$ cat src/rtl/jtpopeye_obj_scan.sv
// Object line scanner: walks the object buffer each line and queues hits.
// Optional per-line hit limit enabled by defining JTPOPEYE_OBJ_LIMIT_EN.
module jtpopeye_obj_scan #(
  parameter int OBJ_N   = 128,
  parameter int FIFO_AW = 2
) (
  input  logic        clk,
  input  logic        rst,
  input  logic        cen,
  input  logic        line_start,
  input  logic [7:0]  vrender,
  input  logic        dma_busy,
  output logic [7:0]  obj_addr,
  input  logic [28:0] obj_data,
  output logic        obj_valid,
  input  logic        obj_ready,
  output logic [7:0]  obj_code,
  output logic [7:0]  obj_x,
  output logic [3:0]  obj_row,
  output logic [2:0]  obj_pal,
  output logic        obj_hflip,
  output logic        obj_ovf
);

  typedef enum logic [1:0] {
    IDLE, READ, CHECK, DONE
  } state_t;

  localparam int DEPTH = 1 << FIFO_AW;

  state_t st, st_nxt;

  logic [7:0]  idx, lat_v, row;
  logic        hit, last, full;
  logic        push, pop, flush;
  logic        restart, adv;
  logic [23:0] mem [DEPTH];
  logic [23:0] din, head;
  logic [FIFO_AW:0] wr_ptr, rd_ptr;

  assign row  = lat_v + 8'd1 - obj_data[15:8];
  assign hit  = row[7:4] == 4'd0;
  assign last = idx == 8'(OBJ_N - 1);

  assign din = {
    obj_data[23:16],
    obj_data[7:0],
    row[3:0] ^ {4{obj_data[28]}},
    obj_data[26:24],
    obj_data[27]
  };

  assign full = (wr_ptr[FIFO_AW] != rd_ptr[FIFO_AW]) &&
    (wr_ptr[FIFO_AW-1:0] == rd_ptr[FIFO_AW-1:0]);

  assign obj_valid = wr_ptr != rd_ptr;
  assign pop       = obj_valid & obj_ready;
  assign head      = mem[rd_ptr[FIFO_AW-1:0]];
  assign obj_addr  = idx;

  assign {obj_code, obj_x, obj_row,
    obj_pal, obj_hflip} = head;

`ifdef JTPOPEYE_OBJ_LIMIT_EN
  logic [3:0] hits;
  logic       ovf, ovf_set, at_limit;

  assign at_limit = hits == 4'd8;
  assign obj_ovf  = ovf;
`else
  assign obj_ovf = 1'b0;
`endif

  // Next-state and per-cycle control strobes
  always_comb begin
    st_nxt  = st;
    push    = 1'b0;
    flush   = 1'b0;
    restart = 1'b0;
    adv     = 1'b0;
`ifdef JTPOPEYE_OBJ_LIMIT_EN
    ovf_set = 1'b0;
`endif
    if (dma_busy) begin
      st_nxt = IDLE;
      flush  = 1'b1;
    end else if (line_start) begin
      st_nxt  = READ;
      restart = 1'b1;
      flush   = (st == READ) || (st == CHECK);
    end else begin
      unique case (st)
        READ: st_nxt = CHECK;
        CHECK: begin
          if (!hit) adv = 1'b1;
`ifdef JTPOPEYE_OBJ_LIMIT_EN
          else if (at_limit) begin
            ovf_set = 1'b1;
            st_nxt  = DONE;
          end
`endif
          else if (!full) begin
            push = 1'b1;
            adv  = 1'b1;
          end
          if (adv) st_nxt = last ? DONE : READ;
        end
        default: ;
      endcase
    end
  end

  // State register
  always_ff @(posedge clk) begin
    if (rst) st <= IDLE;
    else if (cen) st <= st_nxt;
  end

  // Scan index and latched line number
  always_ff @(posedge clk) begin
    if (rst) begin
      idx   <= 8'd0;
      lat_v <= 8'd0;
    end else if (cen) begin
      if (dma_busy) idx <= 8'd0;
      else if (restart) begin
        idx   <= 8'd0;
        lat_v <= vrender;
      end else if (adv && !last) begin
        idx <= idx + 8'd1;
      end
    end
  end

`ifdef JTPOPEYE_OBJ_LIMIT_EN
  // Per-line hit counter and overflow flag
  always_ff @(posedge clk) begin
    if (rst) begin
      hits <= 4'd0;
      ovf  <= 1'b0;
    end else if (cen) begin
      if (dma_busy || restart) begin
        hits <= 4'd0;
        ovf  <= 1'b0;
      end else begin
        if (push) hits <= hits + 4'd1;
        if (ovf_set) ovf <= 1'b1;
      end
    end
  end
`endif

  // Hit FIFO; flush beats push and pop
  always_ff @(posedge clk) begin
    if (rst) begin
      wr_ptr <= '0;
      rd_ptr <= '0;
      for (int i = 0; i < DEPTH; i++)
        mem[i] <= 24'd0;
    end else if (cen) begin
      if (flush) begin
        wr_ptr <= '0;
        rd_ptr <= '0;
      end else begin
        if (push) begin
          mem[wr_ptr[FIFO_AW-1:0]] <= din;
          wr_ptr <= wr_ptr + 1'b1;
        end
        if (pop) rd_ptr <= rd_ptr + 1'b1;
      end
    end
  end

endmodule

$ cat config.mk
export PLATFORM = sky130hd
export DESIGN_NAME = jtpopeye_obj_scan
export DESIGN_NICKNAME = d
export VERILOG_FILES = /design/src/rtl/jtpopeye_obj_scan.sv
export SDC_FILE = /design/constraint.sdc
export NUM_CORES = 1
export LEC_CHECK = 0
export BUFFER_PORTS_ARGS = -buffer_cell sky130_fd_sc_hd__buf_2
export CELL_PAD_IN_SITES_DETAIL_PLACEMENT = 0
export CELL_PAD_IN_SITES_GLOBAL_PLACEMENT = 1
export CORE_ASPECT_RATIO = 2
export CORE_UTILIZATION = 51
export DETAILED_ROUTE_END_ITERATION = 10
export PLACE_DENSITY_LB_ADDON = 0.1
export SLEW_MARGIN = 20
export SYNTH_ARGS = -nofsm -noshare
export SYNTH_HDL_FRONTEND = slang
export SYNTH_SLANG_ARGS = --single-unit
export TNS_END_PERCENT = 1
$ cat constraint.sdc
create_clock -name clk -period 10.4 [get_ports clk]
set_clock_uncertainty 0.05 [all_clocks]
set_input_delay 0.52 -clock clk [delete_from_list [all_inputs] [get_ports clk]]
set_output_delay 0.52 -clock clk [all_outputs]
set_load 0.02 [all_outputs]
==> results.sh <==
export IMPL_cp_slowest_cell="fa_1"
export IMPL_drt_pre_antenna_iters=4
export IMPL_place_area_mm2=0.006379
export IMPL_drive_above_1_share_pct=27.76
export IMPL_synthFlopType="edfxtp_1"
export IMPL_drv_slew=0
export IMPL_grt_max_degree=50
export IMPL_drc=0
export IMPL_ios=77
export IMPL_fin_setup_tns_ns=0
export IMPL_insertedDiodeCount=0
export IMPL_worst_r2r_path_depth=14
export IMPL_timing_rr_end="mem[2][2]"
export IMPL_rsz0062_at_grt="no"
export IMPL_endpoint="mem[2][2]"
export IMPL_cts_path_max_buffers=2
export IMPL_drtIter0Drc=160
export IMPL_status="completed"
export IMPL_cts_setup_buffers=0
export IMPL_r2r_start="lat_v[1]"
export IMPL_synth_cell_types=48
export IMPL_fillers=932
export IMPL_finalWorstSetupSlack_ns=6.340
export IMPL_hp_class="primary input to flop"
export IMPL_yosysTopAreaCellShare_pct=49.04
export IMPL_required_ns=10.41
export IMPL_slew_headroom_pct=40.56
export IMPL_slowest_delay_ns=0.43
export IMPL_dieHeight_um=153.8
export IMPL_cts_hold_buffers=0
export IMPL_synthesis_nets=496
export IMPL_clk_pin_slew_worst_paths_ns=0.05
export IMPL_crit_type="flop to flop"
export IMPL_reg2reg_slack_ns=6.34
export IMPL_cp_startpoint="lat_v[1]"
export IMPL_cp_start_kind="flop"
export IMPL_vias_per_cell=5.433
export IMPL_grt_first_pass_wirelength_um=19240
export IMPL_hold_viol_final=0
export IMPL_grt_pass1_vias=3932
export IMPL_die_width_um=77.92
export IMPL_cts_tree="built"
export IMPL_ys_warn_count=0
export IMPL_fin_crit_ns=4.060
export IMPL_synth_common_cells="edfxtp_1 (96), and2_1 (64), nor2_1 (33)"
export IMPL_netlist_top_cell_by_area="edfxtp_1"
export IMPL_place_ws_ns=6.123
export IMPL_fmax_mhz=246.3
export IMPL_leakagePower_nw=2.997
export IMPL_dp_hpwl_um=7809
export IMPL_port_buffers=75
export IMPL_wirelength_um=11890
export IMPL_powerDensity_mw_per_mm2=173.1
export IMPL_timing_hold_ws_ns=0.2970
export IMPL_row_count=55
export IMPL_finalInstanceArea_mm2=0.006978
export IMPL_multi_input_area_mm2=0.002323
export IMPL_cts_root_buf="clkbuf_16"
export IMPL_drv_cap=0
export IMPL_clk_latency_ns=0.41
export IMPL_cp_max_fo=49
export IMPL_antenna_found_initial=0
export IMPL_synth_avg_cell_area_um2=13.51
export IMPL_vdd_drop_max_mv=0.1510
export IMPL_yosys_cell_count_top_type="edfxtp_1"
export IMPL_synth_area_leaders="edfxtp_1 (49%), mux4_2 (9.2%), dfxtp_1 (8.9%)"
export IMPL_synth_cells=435
export IMPL_worst_pin_slew_ns=0.8915
export IMPL_syn2layout_area_growth_pct=18.71
export IMPL_ys_ff_latch=122
export IMPL_vias=3629
export IMPL_dieArea_mm2=0.01199
export IMPL_cts_sinks=122
export IMPL_async_reset_ff_share_pct=0
export IMPL_crit_chain="inv_1, ha_1, inv_1, ha_1, fa_1, a211o_1, a211oi_1, or3_1, nand2_1, nor4_4, buf_4, nand3b_1, nand2b_1, buf_4"
export IMPL_min_period_over_period_pct=39.04
export IMPL_cp_arrival_ns=4.07
export IMPL_setup_viol_count_final=0
export IMPL_cp_end_kind="flop"
export IMPL_placed_cells=636
export IMPL_synth_edf_count=96
export IMPL_ant_nets=0
export IMPL_grt_usage_pct=21.71
export IMPL_fin_cells=668
export IMPL_gp_congestion=0.7587
export IMPL_core_area_mm2=0.01129
export IMPL_h_tree_depth=4
export IMPL_final_nets=574
export IMPL_grt_ovfl_total=0
export IMPL_synth_area_mm2=0.005878
export IMPL_ys_seq_area_share_pct=57.90
export IMPL_seqCellArea_mm2=0.003405
export IMPL_wire_per_inst_um=17.80
export IMPL_cts_buffers_inserted=17
export IMPL_start_util_pct=52.08
export IMPL_cts_resized=0
[layer usage]
metal  up-vias  global-route usage, %  share of wire [%]
li1       1743                      -                  -
met3        25                  4.036                3.2
met4         0                  11.73                3.0
met1      1779                  21.00                 36
met5         -                      0                  0
met2        82                  41.89                 58
[cells by family after synthesis]
kind of cell	after synthesis	synth area share (%)
simple gates	180	17.69
flops	122	57.90
mux	40	11.94
buf+inv	35	2.788
compound gates	26	3.725
fa+ha+maj	18	3.959
xor+xnor	13	1.937
other cells	1	0.06380
[flip-flops by register name (all words and copies together), names as in the netlist, named ones only]
name and cells:
st 2, obj_addr 8, wr_ptr 3, mem 96, lat_v 8, rd_ptr 3
[layout make-up]
cell class | instances | area share, %
Sequential cell | 122 | 48.79
Clock inverter | 14 | 2.439
Timing Repair Buffer | 82 | 6.132
Multi-Input combinational cell | 278 | 33.30
Clock buffer | 18 | 6.150
Tap cell | 142 | 2.546
Inverter | 12 | 0.6455
[worst min path at each step]
stage,startpoint,endpoint,depth (start not counted)
floorplan,st[0],st[0],2
global placement,st[1],st[1],2
detailed placement,st[1],st[1],2
CTS,vrender[5],lat_v[5],3
global route,vrender[6],lat_v[6],3
finish,vrender[5],lat_v[5],3
[per-stage QoR]
step / utilization, % / power [W]
floorplan: - / 0.0005951
global placement: 56.52 / 0.0006218
detailed placement: 56.52 / 0.0006237
CTS: 61.83 / 0.001217
global route: 61.83 / 0.001240
finish: 61.83 / 0.001208
[worst max-delay path, delay by kind of cell, from the launching register on]
family	cells	cell delay (ns)
buffers and inverters	4	0.88
adder cells (fa/ha/maj)	3	0.90
AND/OR/NAND/NOR	5	0.99
flip-flops	1	0.32
AO/OA/AOI/OAI	2	0.57
[layout by cell type, fill, tap and decap left out, drive strengths merged, types with 6 or more instances in the layout]
cell / Yosys / routed
and2: 64 / 64
and3: 24 / 24
buf: 13 / 82
clkbuf: 10 / 18
dfxtp: 26 / 26
edfxtp: 96 / 96
ha: 17 / 17
inv: 12 / 15
mux2i: 15 / 15
mux4: 24 / 24
nand2: 14 / 14
nand2b: 11 / 11
nand3: 7 / 7
nand3b: 6 / 6
nor2: 33 / 33
nor2b: 6 / 6
xnor2: 6 / 6
xor2: 7 / 7
[power by group]
part / switching (W) / leakage, nW / internal, W
Clock: 0.000217 / 0.285 / 0.000378
Combinational: 0.0000424 / 1.51 / 0.0000275
Sequential: 0.00000441 / 1.20 / 0.000539
Total: 0.000264 / 3.00 / 0.000944
(Power assumes the default switching activity.)
